[src/rtl/sha256_job_arbiter.sv]
// Round-robin arbiter sharing one SHA-256 core between NUM_REQ requesters.
// Optional per-requester job counters are enabled by defining SHA_ARB_STATS_EN.
module sha256_job_arbiter #(
  parameter int NUM_REQ = 4,
  parameter int ADDR_W  = 16,
  parameter int ID_W    = $clog2(NUM_REQ)
) (
  input  logic                      clk,
  input  logic                      reset_n,
  input  logic [NUM_REQ-1:0]        req,
  input  logic [NUM_REQ*ADDR_W-1:0] req_msg_addr,
  input  logic [NUM_REQ*ADDR_W-1:0] req_out_addr,
  output logic [NUM_REQ-1:0]        ack,
  output logic [NUM_REQ-1:0]        resp_valid,
  output logic                      busy,
  output logic [ID_W-1:0]           grant_id,
  output logic                      core_start,
  output logic [ADDR_W-1:0]         core_msg_addr,
  output logic [ADDR_W-1:0]         core_out_addr,
  input  logic                      core_done
`ifdef SHA_ARB_STATS_EN
  ,
  input  logic                      stats_clr,
  output logic [NUM_REQ*16-1:0]     job_count
`endif
);

  typedef enum logic [1:0] {
    S_IDLE,
    S_START,
    S_WAIT_DONE,
    S_RESP
  } state_t;

  state_t              r_state;
  logic [NUM_REQ-1:0]  r_ack;
  logic [NUM_REQ-1:0]  r_resp_valid;
  logic                r_busy;
  logic [ID_W-1:0]     r_grant_id;
  logic                r_core_start;
  logic [ADDR_W-1:0]   r_core_msg_addr;
  logic [ADDR_W-1:0]   r_core_out_addr;
  logic [ID_W-1:0]     r_rr_ptr;

  logic                w_any;
  logic [ID_W-1:0]     w_winner;
  logic [NUM_REQ-1:0]  w_winner_onehot;
  logic [ADDR_W-1:0]   w_msg_addr;
  logic [ADDR_W-1:0]   w_out_addr;

  // First set request found searching upward from r_rr_ptr, wrapping at NUM_REQ.
  always_comb begin
    int idx;
    // NOTE: every always_comb output gets a default first so no path can infer a latch.
    w_any    = 1'b0;
    w_winner = '0;
    idx      = 0;
    for (int k = NUM_REQ - 1; k >= 0; k--) begin
      idx = int'(r_rr_ptr) + k;
      if (idx >= NUM_REQ) idx = idx - NUM_REQ;
      if (req[idx[ID_W-1:0]]) begin
        w_any    = 1'b1;
        w_winner = idx[ID_W-1:0];
      end
    end
  end

  always_comb begin
    w_winner_onehot = '0;
    w_msg_addr      = '0;
    w_out_addr      = '0;
    for (int i = 0; i < NUM_REQ; i++) begin
      if (w_winner == ID_W'(i)) begin
        w_winner_onehot[i] = 1'b1;
        w_msg_addr         = req_msg_addr[i*ADDR_W +: ADDR_W];
        w_out_addr         = req_out_addr[i*ADDR_W +: ADDR_W];
      end
    end
  end

  // NOTE: sequential state uses non-blocking assignments only, so every register
  // samples pre-edge values regardless of statement order.
  always_ff @(posedge clk or negedge reset_n) begin
    if (!reset_n) begin
      r_state         <= S_IDLE;
      r_ack           <= '0;
      r_resp_valid    <= '0;
      r_busy          <= 1'b0;
      r_grant_id      <= '0;
      r_core_start    <= 1'b0;
      r_core_msg_addr <= '0;
      r_core_out_addr <= '0;
      r_rr_ptr        <= '0;
    end else begin
      r_ack        <= '0;
      r_resp_valid <= '0;
      case (r_state)
        S_IDLE: begin
          // A core kept busy by another master blocks new grants.
          if (core_done && w_any) begin
            r_ack           <= w_winner_onehot;
            r_grant_id      <= w_winner;
            r_core_msg_addr <= w_msg_addr;
            r_core_out_addr <= w_out_addr;
            r_core_start    <= 1'b1;
            r_busy          <= 1'b1;
            r_state         <= S_START;
          end
        end
        S_START: begin
          if (!core_done) begin
            r_core_start <= 1'b0;
            r_state      <= S_WAIT_DONE;
          end
        end
        S_WAIT_DONE: begin
          if (core_done) begin
            r_resp_valid <= NUM_REQ'(1) << r_grant_id;
            r_state      <= S_RESP;
          end
        end
        S_RESP: begin
          r_rr_ptr <= (r_grant_id == ID_W'(NUM_REQ - 1)) ? '0 : r_grant_id + 1'b1;
          r_busy   <= 1'b0;
          r_state  <= S_IDLE;
        end
        default: r_state <= S_IDLE;
      endcase
    end
  end

  assign ack           = r_ack;
  assign resp_valid    = r_resp_valid;
  assign busy          = r_busy;
  assign grant_id      = r_grant_id;
  assign core_start    = r_core_start;
  assign core_msg_addr = r_core_msg_addr;
  assign core_out_addr = r_core_out_addr;

`ifdef SHA_ARB_STATS_EN
  logic [15:0] r_job_count [NUM_REQ];

  // Clear wins over a coincident completion; counters stick at all-ones.
  // NOTE: the counter array is small and architecturally visible, so it is reset
  // like any other register rather than left uninitialised like a RAM.
  always_ff @(posedge clk or negedge reset_n) begin
    if (!reset_n) begin
      for (int i = 0; i < NUM_REQ; i++) r_job_count[i] <= '0;
    end else begin
      for (int i = 0; i < NUM_REQ; i++) begin
        if (stats_clr)
          r_job_count[i] <= '0;
        else if (r_resp_valid[i] && (r_job_count[i] != 16'hFFFF))
          r_job_count[i] <= r_job_count[i] + 16'd1;
      end
    end
  end

  always_comb begin
    job_count = '0;
    for (int i = 0; i < NUM_REQ; i++) job_count[i*16 +: 16] = r_job_count[i];
  end
`endif

endmodule
[config.mk]
export PLATFORM = sky130hd
export DESIGN_NAME = sha256_job_arbiter
export DESIGN_NICKNAME = d
export VERILOG_FILES = /design/src/rtl/sha256_job_arbiter.sv
export SDC_FILE = /design/constraint.sdc
export NUM_CORES = 1
export LEC_CHECK = 0
export BUFFER_PORTS_ARGS = -buffer_cell sky130_fd_sc_hd__buf_2
export CORE_MARGIN = 2
export CORE_UTILIZATION = 47
export DETAILED_ROUTE_END_ITERATION = 10
export PLACE_DENSITY = 0.87
export SETUP_SLACK_MARGIN = 0.15
export SLEW_MARGIN = 30
export SYNTH_ARGS = -nofsm -noshare
export SYNTH_HDL_FRONTEND = slang
export SYNTH_SLANG_ARGS = --single-unit
[constraint.sdc]
create_clock -name clk -period 2.75 [get_ports clk]
set_clock_uncertainty 0.05 [all_clocks]
set_input_delay 0.55 -clock clk [delete_from_list [all_inputs] [get_ports clk]]
set_output_delay 0.55 -clock clk [all_outputs]
set_load 0.05 [all_outputs]
==> results.md, run 1 <==
* Net count, final at 629
* Ant diodes at 0
* Reg2reg end: core_out_addr[6]
* FF-to-FF path depth at 5
* DIE AREA at 6830 µm²
* Critical path capture point type: flop
* Max-cap violations at 0
* Hold WC Path Type: in2async
* Synth Flop Type: dfrtp_1
* Post-synthesis simple-gate area fraction at 0.177
* First-pass GRT wire length at 15000 µm
* Hold WS at 0.117 ns
* Synth Area in Compound Gates at 0.293
* DP Wirelength at 7160 µm
* Share of the yosys chip area belonging to registers at 0.413
* Post-Synthesis Net Count at 466
* Unrepaired setup endpoints after global routing: false
* Worst r2r src: r_rr_ptr[1]
* Post-synth EDFFs at 0
* XOR/XNOR share of the synthesized area at 0
* Die W at 82.6 µm
* Fraction of layout cells with a size suffix above 1 at 0.407
* Worst-Skew Late Latency at 0.30 ns
* Largest area contributor in the netlist: dfrtp_1
* CTS tree: yes
* Critical path's top delay family: compound AO/OA/AOI/OAI gates
* WP data arrival at 2.29 ns
* Total Routing Usage GR at 0.287
* Critical path buffer and inverter count at 0
* Static Leakage at 2.02 nW
* Endpoints failing setup at 0
* Largest net degree at the start of global routing at 39
* Postcts setup bufs at 0
* Max incr delay on CP at 0.61 ns
* Crit Path Class: reg2reg
* Synth area leaders: dfrtp_1 (41%), o221ai_1 (6.9%), a211oi_1 (6.2%)
* Critical Path Start Type: flop
* Clock transition at path regs at 0.09 ns
* DR iter-0 viols at 155
* Drt first pass iters at 5
* Worst path cell trace: nand2_1 -> a311oi_1 -> nor3_1 -> or4_1 -> a21oi_1
* Worst VDD drop at 0.000748 V
* CTS Root Cell: clkbuf_8
* Num CTS Buffers at 5
* Via-per-instance ratio at 5.82
* Final period util at 0.770
* Most frequent cell after synthesis: dfrtp_1
* Vias in the first global route at 3134
* Worst rel slew slack at 0.548
* Asr flop ratio synth at 1.00
* Via count at 3269
* Maximum fanout along the worst path at 10
* Cell Rows at 28
* Post-synthesis mux area share at 0.0112
* CP max stage cell: a311oi_1
* Die height at 82.6 µm
* Power, Total at 0.00450 W
* Worst reg-to-reg setup slack at 0.63 ns
* Mapped cell area at 2910 µm²
* Slew Limit Fails at 0
* Synth cell types at 39
* Post-Synth Adder-Cell Area at 0.0345
* Max Freq at 472 MHz
* I/O Pins at 179
* Flops & latches, synth at 48
* Pwr dens at 1150 nW/µm²
* CTS sink count at 48
* Yosys warning total at 0
* Port Buffers at 178
* Area of the core at 5960 µm²
* Post-synthesis instance total at 323
* Fin Setup TNS at 0 ns
* Post-placement cell area at 3820 µm²
* Drt total wl at 9630 µm
* Initial core utilization at 0.488
* # DRC at 0
* Status: finished, final reports clean
* Post-layout min period at 2.12 ns
* Initial antenna violation count at 1
* Mapped Avg Cell Area at 8.99 µm²
* Grt ovf at 0
* Antenna viol nets, final at 0
* Levels on crit path at 5
* Post-route cell area at 3930 µm²
* Gpl congestion at 0.867
* Endpoints failing hold at 0
* Largest family of logic cells by synthesized area: compound AO/OA/AOI/OAI gates
* Resized cells post-CTS at 0
* Slew @ Worst Pin at 0.677 ns
* List of most frequent post-synthesis cells: dfrtp_1 (48), nand2_1 (32), and3_1 (28)
* Hold buffers post-CTS at 0
* Share of the synthesized area in the top cell type at 0.413
* Area Growth Syn to Fin at 35.4%
* Req. time, crit path at 2.92 ns
* Clk buf depth at 2
* Routed len/inst at 17.1 µm
* H-tree levels at 2
==> final cells by class <==
type / instances / area (µm²)
flip-flops and latches: 48 / 1200
fillers: 528 / 2020
multi-input cells: 236 / 1510
well taps: 75 / 93.8
inverters: 9 / 33.8
clock buffers: 6 / 72.6
clock inverters: 2 / 35.0
repair buffers: 186 / 988
==> cells by family after synthesis <==
| kind of cell | after synthesis |
|---|---|
| AOI/OAI and AO/OA | 126 |
| adders and majority gates | 8 |
| buffers and inverters | 39 |
| DFF | 48 |
| muxes | 3 |
| and+or+nand+nor | 99 |
==> flip-flops by register name, indices dropped and copies added (netlist names) <==
register	count
core_msg_addr	16
core_out_addr	16
ack	4
resp_valid	4
grant_id	2
r_rr_ptr	2
r_state	2
busy	1
core_start	1
==> power by group <==
group | switching [W] | total, W | internal, W
registers | 0.000185 | 0.00119 | 0.00101
logic | 0.00198 | 0.00280 | 0.000823
clock network | 0.000243 | 0.000513 | 0.000270
==> how the worst max path moves through the flow <==
stage / to / startpoint / slack (ns)
after floorplan: core_msg_addr[14] / req[2] / 0.71
after global placement: core_out_addr[1] / req[2] / 0.31
after detailed placement: core_out_addr[7] / req[3] / 0.43
after CTS: core_msg_addr[4] / r_rr_ptr[1] / 0.71
after global routing: core_out_addr[7] / r_rr_ptr[1] / 0.45
final: core_out_addr[6] / r_rr_ptr[1] / 0.63
==> worst reg2reg max path: stages (launching register included) <==
cell      delay (ns)
dfrtp_1         0.52
nand2_1         0.11
a311oi_1        0.61
nor3_1          0.12
or4_1           0.49
a21oi_1         0.14
==> stage by stage <==
step / setup WS [ns] / util / instances
global route: 0.452 / 0.660 / 562
global placement: 0.309 / 0.641 / 554
CTS: 0.707 / 0.660 / 562
finish: 0.634 / 0.660 / 562
floorplan: 0.713 / - / 323
detailed placement: 0.434 / 0.642 / 554
==> layer usage <==
layer	wire, µm	GRT usage	part of all wire	vias up
met5	0	0	0	-
met4	226	0.103	0.023	0
met3	963	0.0685	0.10	26
met2	4700	0.489	0.49	180
met1	3740	0.354	0.39	1524
li1	-	-	-	1539
==> cell usage in the layout, fill, tap and decap left out, types with 5 or more instances in the layout <==
cell      synthesis  layout
a211oi_1         24      24
a21o_1            8       8
a21oi_1          19      19
and2_1            5       5
and3_1           28      28
buf_2            13     178
buf_4             3       5
clkbuf_8          0       5
dfrtp_1          48      48
ha_1              8       8
inv_1             9       9
nand2_1          32      32
nor2_1           12      11
nor3_1            7       7
o21ai_0          25      25
o21ai_1           5       5
o221ai_1         23      23
No activity file was read; power rests on OpenSTA's default activity.
==> run 2, diff against run 1 <==
--- a/config.mk
+++ b/config.mk
@@ -5,11 +5,12 @@
 export SDC_FILE = /design/constraint.sdc
 export NUM_CORES = 1
 export LEC_CHECK = 0
+export ABC_AREA = 1
 export BUFFER_PORTS_ARGS = -buffer_cell sky130_fd_sc_hd__buf_2
 export CORE_MARGIN = 2
-export CORE_UTILIZATION = 47
+export CORE_UTILIZATION = 42
 export DETAILED_ROUTE_END_ITERATION = 10
-export PLACE_DENSITY = 0.87
+export PLACE_DENSITY = 0.77
 export SETUP_SLACK_MARGIN = 0.15
 export SLEW_MARGIN = 30
 export SYNTH_ARGS = -nofsm -noshare
==> constraint.sdc (replaced) <==
create_clock -name clk -period 1.85 [get_ports clk]
set_clock_uncertainty 0.05 [all_clocks]
set_input_delay 0.37 -clock clk [delete_from_list [all_inputs] [get_ports clk]]
set_output_delay 0.37 -clock clk [all_outputs]
set_load 0.05 [all_outputs]
==> results.md, run 2 <==
* Status: complete, but fails checks
* Failing checks: setup timing
* Clk buf depth at 2
* Critical Path Most Common Cell: nand2_2
* Clock power share at 0.066
* Synth area leaders: dfrtp_1 (33%), nand2_1 (19%), nand3_1 (7.9%)
* Endpoints failing hold at 0
* Fraction of layout cells with a size suffix above 1 at 0.428
* Vias in the first global route at 3886
* Fin worst setup slack at -0.243 ns
* Endpoints failing setup at 36
* Yosys warning total at 0
* Drt total wl at 11800 µm
* Slew @ Worst Pin at 0.315 ns
* Worst rel slew slack at 0.789
* Mapped Avg Cell Area at 6.90 µm²
* Sw frac at 0.524
* Unrepaired setup endpoints after global routing: true
* Pwr dens at 2250 nW/µm²
* Post-synth EDFFs at 0
* Hold Crit Start: req_msg_addr[61]
* Share of the synthesized area in the top cell type at 0.334
* Hold EP: core_msg_addr[13]
* Mapped cell area at 3600 µm²
* Total Routing Usage GR at 0.246
* Max-cap violations at 0
* DIE AREA at 9320 µm²
* Die W at 96.5 µm
* Combinational fraction of design power at 0.790
* Die height at 96.5 µm
* Hold WS at 0.227 ns
* Worst VDD drop at 0.00109 V
* Initial core utilization at 0.435
* Synth cell types at 31
* Drt first pass iters at 7
* H-tree levels at 2
* Largest net degree at the start of global routing at 49
* CTS sink count at 48
* Port Buffers at 178
* WP data arrival at 2.25 ns
* Share of the yosys chip area belonging to registers at 0.334
* Worst r2r src: r_rr_ptr[0]
* Crit Path Class: reg2reg
* Antenna viol nets, final at 0
* Worst hold path depth at 3
* Reg2reg end: core_msg_addr[0]
* Routed len/inst at 14.1 µm
* DR iter-0 viols at 191
* Cell Rows at 33
* Sw Pwr at 0.00645 W
* I/O Pins at 179
* Static Leakage at 3.14 nW
* Critical path buffer and inverter count at 5
* Most frequent cells in the layout: buf_2 (179), nand2_1 (157), inv_1 (57)
* CTS tree: yes
* Most frequent cell after synthesis: nand2_1
* Post-layout min period at 2.09 ns
* Post-synthesis instance total at 521
* Initial antenna violation count at 0
* Max Freq at 478 MHz
* Critical path capture point type: flop
* Clock transition at path regs at 0.09 ns
* Worst path cell trace: clkinv_4 -> nand2_2 -> nand2_2 -> nand2_2 -> nand2_4 -> inv_2 -> nand2_2 -> nand2_2 -> nand2_4 -> buf_12 -> nand2_8 -> buf_12 -> nand3b_1 -> nand2_1 -> inv_1 -> nand2_1 -> nand2_1
* Ant diodes at 0
* Via count at 4178
* Fin Setup TNS at -6.45 ns
* DP Wirelength at 8440 µm
* Max incr delay on CP at 0.47 ns
* CTS Root Cell: clkbuf_8
* Slew Limit Fails at 0
* Asr flop ratio synth at 1.00
* Post-Synthesis Net Count at 664
* Synth Flop Type: dfrtp_1
* Worst reg-to-reg setup slack at -0.24 ns
* First-pass GRT wire length at 17900 µm
* Grt ovf at 0
* Final period util at 1.13
* Filler cells at 712
* Area Growth Syn to Fin at 51.6%
* Area of the core at 8260 µm²
* Via-per-instance ratio at 4.99
* CP max stage cell: dfrtp_2
* Hold WC Path Type: in2reg
* Req. time, crit path at 2.00 ns
* Flops & latches, synth at 48
* Maximum fanout along the worst path at 8
* Commonest non-fill, non-tap cell in the layout: buf_2
* Largest area contributor in the netlist: dfrtp_1
* Num CTS Buffers at 5
* Worst-Skew Late Latency at 0.30 ns
* Critical Path Start Type: flop
* Net count, final at 874
* Critical path's top delay family: simple AND/OR/NAND/NOR gates
* Int Pwr at 0.00585 W
* # DRC at 0
* Share of power burned in registers at 0.144
* Gpl congestion at 0.944
* List of most frequent post-synthesis cells: nand2_1 (184), inv_1 (58), nand3_1 (57)
* FF-to-FF path depth at 17
run 2: cell count changes after synthesis, sizes merged, moves of 8 or more:
cell    delta
nand4     +23
and3      -29
a21o       -8
nand3b    +23
a211oi    -24
o221ai    -23
a21oi     -18
nand3     +56
nor2      +18
inv       +55
o21bai    +22
nand2    +157
o21ai     -22
run 2: how the worst max path moves through the flow:
| stage | start | end | slack (ns) | cells past startpoint |
|---|---|---|---|---|
| after global placement | r_rr_ptr[0] | core_out_addr[0] | -0.16 | 13 |
| final | r_rr_ptr[0] | core_msg_addr[0] | -0.24 | 17 |
| after detailed placement | r_rr_ptr[0] | core_out_addr[0] | -0.24 | 13 |
| after floorplan | r_rr_ptr[0] | core_msg_addr[0] | -0.02 | 17 |
| after CTS | r_rr_ptr[0] | core_msg_addr[0] | -0.16 | 14 |
| after global routing | r_rr_ptr[0] | core_out_addr[13] | -0.39 | 14 |
run 2: metal layers:
| metal | GRT usage | vias up | routed length (µm) |
|---|---|---|---|
| met5 | 0 | - | 0 |
| met4 | 0.0786 | 0 | 223 |
| met3 | 0.0434 | 19 | 877 |
| met2 | 0.432 | 173 | 5700 |
| met1 | 0.306 | 1898 | 4980 |
| li1 | - | 2088 | - |
run 2: final cells by class:
| class | count | area [µm²] | share of cell area |
|---|---|---|---|
| sequential | 48 | 1200 | 0.221 |
| timing repair buffer | 230 | 1530 | 0.281 |
| clock inverter | 2 | 38.8 | 0.00711 |
| multi-input combinational | 382 | 2210 | 0.405 |
| clock buffer | 6 | 82.6 | 0.0151 |
| tap | 105 | 131 | 0.0241 |
| inverter | 64 | 255 | 0.0468 |
run 2: logic make-up after synthesis:
logic type	synth area share
compound gates	0.105
fa+ha+maj	0.0278
buf+inv	0.118
flops	0.334
simple gates	0.416
run 2: repair_timing:
action                     4_1_cts  5_1_grt
gates cloned                     8        0
hold endpoints to repair        13        0
gates resized for setup         56       15
setup endpoints to repair       42       42
hold buffers                     1        0
setup buffers                    8        2
pin swaps                       18        3
run 2: through the flow:
stage	worst slack (ns)	area, µm²	total power, W	util	instances
final	-0.243	5450	0.0123	0.660	837
after global routing	-0.388	5450	0.0132	0.660	837
after CTS	-0.156	5380	0.0121	0.652	835
after detailed placement	-0.242	4820	0.00965	0.583	810
after global placement	-0.162	4820	0.00946	0.583	810
after floorplan	-0.0245	3620	0.00757	-	521
run 2: power by group through the flow:
stage               clock network [W]  registers [W]  logic (W)
global route                 0.000862        0.00182     0.0105
global placement                    0        0.00177    0.00769
detailed placement                  0        0.00177    0.00788
finish                       0.000809        0.00177    0.00971
CTS                          0.000828        0.00177    0.00951
floorplan                           0        0.00305    0.00452
run 2: worst reg2reg max path, delay by kind of cell (launching register included):
kind	cells	cell delay, ns
flip-flops	1	0.47
AND/OR/NAND/NOR	12	0.94
buffers and inverters	5	0.52
==> run 3, diff against run 2 <==
--- a/config.mk
+++ b/config.mk
@@ -5,10 +5,9 @@
 export SDC_FILE = /design/constraint.sdc
 export NUM_CORES = 1
 export LEC_CHECK = 0
-export ABC_AREA = 1
 export BUFFER_PORTS_ARGS = -buffer_cell sky130_fd_sc_hd__buf_2
 export CORE_MARGIN = 2
-export CORE_UTILIZATION = 42
+export CORE_UTILIZATION = 39
 export DETAILED_ROUTE_END_ITERATION = 10
 export PLACE_DENSITY = 0.77
 export SETUP_SLACK_MARGIN = 0.15
==> results.md, run 3 (same netlist as run 1, synthesis figures left out) <==
* Pwr dens at 1660 nW/µm²
* CTS tree: yes
* Most frequent cells in the layout: buf_2 (178), dfrtp_1 (47), nand2_1 (29)
* Slew @ Worst Pin at 0.514 ns
* Power, Total at 0.00739 W
* Vias in the first global route at 3206
* Max-cap violations at 0
* Area of the core at 7210 µm²
* # DRC at 0
* Initial core utilization at 0.403
* Critical path capture point type: flop
* DP Wirelength at 7840 µm
* First-pass GRT wire length at 16200 µm
* Static Leakage at 2.23 nW
* Antenna viol nets, final at 0
* Drt total wl at 10800 µm
* Combinational fraction of design power at 0.678
* Endpoints failing hold at 0
* Drt first pass iters at 4
* CTS sink count at 48
* WP data arrival at 1.91 ns
* Clock power share at 0.082
* Sequential cell area at 1200 µm²
* Area Growth Syn to Fin at 53.4%
* Worst rel slew slack at 0.657
* Grt ovf at 0
* Routed len/inst at 17.5 µm
* Initial antenna violation count at 0
* Filler cells at 663
* Maximum fanout along the worst path at 6
* I/O Pins at 179
* Final period util at 0.937
* Int Pwr at 0.00350 W
* Worst-Skew Late Latency at 0.29 ns
* Critical Path Start Type: flop
* Clk buf depth at 2
* Slew Limit Fails at 0
* Multi-input logic area at 1720 µm²
* Die W at 90.3 µm
* Cell Rows at 31
* DR iter-0 viols at 224
* Ant diodes at 0
* Endpoints failing setup at 0
* Num CTS Buffers at 5
* Fraction of layout cells with a size suffix above 1 at 0.519
* Post-layout min period at 1.73 ns
* Sw frac at 0.526
* Largest net degree at the start of global routing at 29
* Port Buffers at 178
* Hold WC Path Type: in2reg
* Via count at 3403
* Unrepaired setup endpoints after global routing: true
* H-tree levels at 2
* Clock transition at path regs at 0.09 ns
* CTS Root Cell: clkbuf_8
* Die height at 90.3 µm
* Gpl congestion at 0.956
* DIE AREA at 8160 µm²
* Sw Pwr at 0.00389 W
* Req. time, crit path at 2.03 ns
* Share of power burned in registers at 0.241
* Hold WS at 0.269 ns
* Net count, final at 663
* Crit Path Class: reg2reg
* Total Routing Usage GR at 0.248
* Via-per-instance ratio at 5.50
* Status: finished, final reports clean
* Commonest non-fill, non-tap cell in the layout: buf_2
* Worst VDD drop at 0.000899 V
* Max Freq at 577 MHz
## run 3: changes by cell type in the layout (fill, tap and decap cells not counted), moves of 13 or more
| cell | delta |
|---|---|
| nand2_1 | -128 |
| nand3_1 | -51 |
| inv_1 | -48 |
| and3_1 | +27 |
| nand3b_1 | -23 |
| nand4_1 | -23 |
| o221ai_1 | +23 |
| nand2_2 | -20 |
| a211oi_2 | +19 |
| o21bai_2 | -15 |
| o21ai_1 | +14 |
| a21oi_1 | +13 |
## run 3: layout make-up
cell class / instances / area share
Clock buffer: 6 / 0.0163
Clock inverter: 1 / 0.00112
Inverter: 9 / 0.00758
Multi-Input combinational cell: 237 / 0.386
Sequential cell: 48 / 0.270
Tap cell: 99 / 0.0278
Timing Repair Buffer: 219 / 0.291
## run 3: per-layer routing
metal | track usage | vias to the layer above | routed length, µm
met1 | 0.320 | 1618 | 4340
met2 | 0.441 | 153 | 5620
li1 | - | 1610 | -
met4 | 0.0718 | 0 | 244
met3 | 0.0267 | 22 | 605
met5 | 0 | - | 0
## run 3: what timing repair did
| item | 4_1_cts | 5_1_grt |
|---|---|---|
| hold buffers | 1 | 0 |
| gates cloned | 2 | 0 |
| hold endpoints to repair | 7 | 0 |
| endpoints found under the setup margin | 32 | 34 |
| resized for setup | 13 | 57 |
| pin swaps | 2 | 8 |
| setup buffers | 1 | 11 |
## run 3: metrics by stage
step,worst slack (ns),TNS [ns],cells,util,instance area (µm²)
5_1_grt,0.0881,0,619,0.618,4460
6_report,0.117,0,619,0.618,4460
3_5_place_dp,-0.0700,-0.430,597,0.555,4010
2_1_floorplan,0.140,0,323,-,2940
3_3_place_gp,-0.0416,-0.0651,597,0.555,4010
4_1_cts,0.124,0,608,0.576,4160
## run 3: worst paths after layout
kind,endpoint,slack [ns],cells after the start,start
worst min register to register,core_msg_addr[10],0.43,2,core_msg_addr[10]
min in group asynchronous,r_rr_ptr[0],0.52,2,reset_n
max in group asynchronous,core_msg_addr[1],0.70,3,reset_n
worst max-delay path,core_out_addr[6],0.12,5,r_rr_ptr[1]
worst max register to register,core_out_addr[6],0.12,5,r_rr_ptr[1]
worst min-delay path,core_msg_addr[14],0.27,3,req_msg_addr[62]
## run 3: power by group through the flow
stage          registers, W  logic, W  clock network, W
2_1_floorplan       0.00314   0.00177                 0
3_3_place_gp        0.00178   0.00422                 0
3_5_place_dp        0.00180   0.00432                 0
4_1_cts             0.00179   0.00444          0.000617
5_1_grt             0.00183   0.00533          0.000663
6_report            0.00178   0.00501          0.000605
## run 3: worst max-delay path: stages, from the launching register on
cell and delay (ns):
dfrtp_2 0.47, buf_6 0.15, o21bai_4 0.16, and3_4 0.17
or4_4 0.53, a21oi_2 0.13
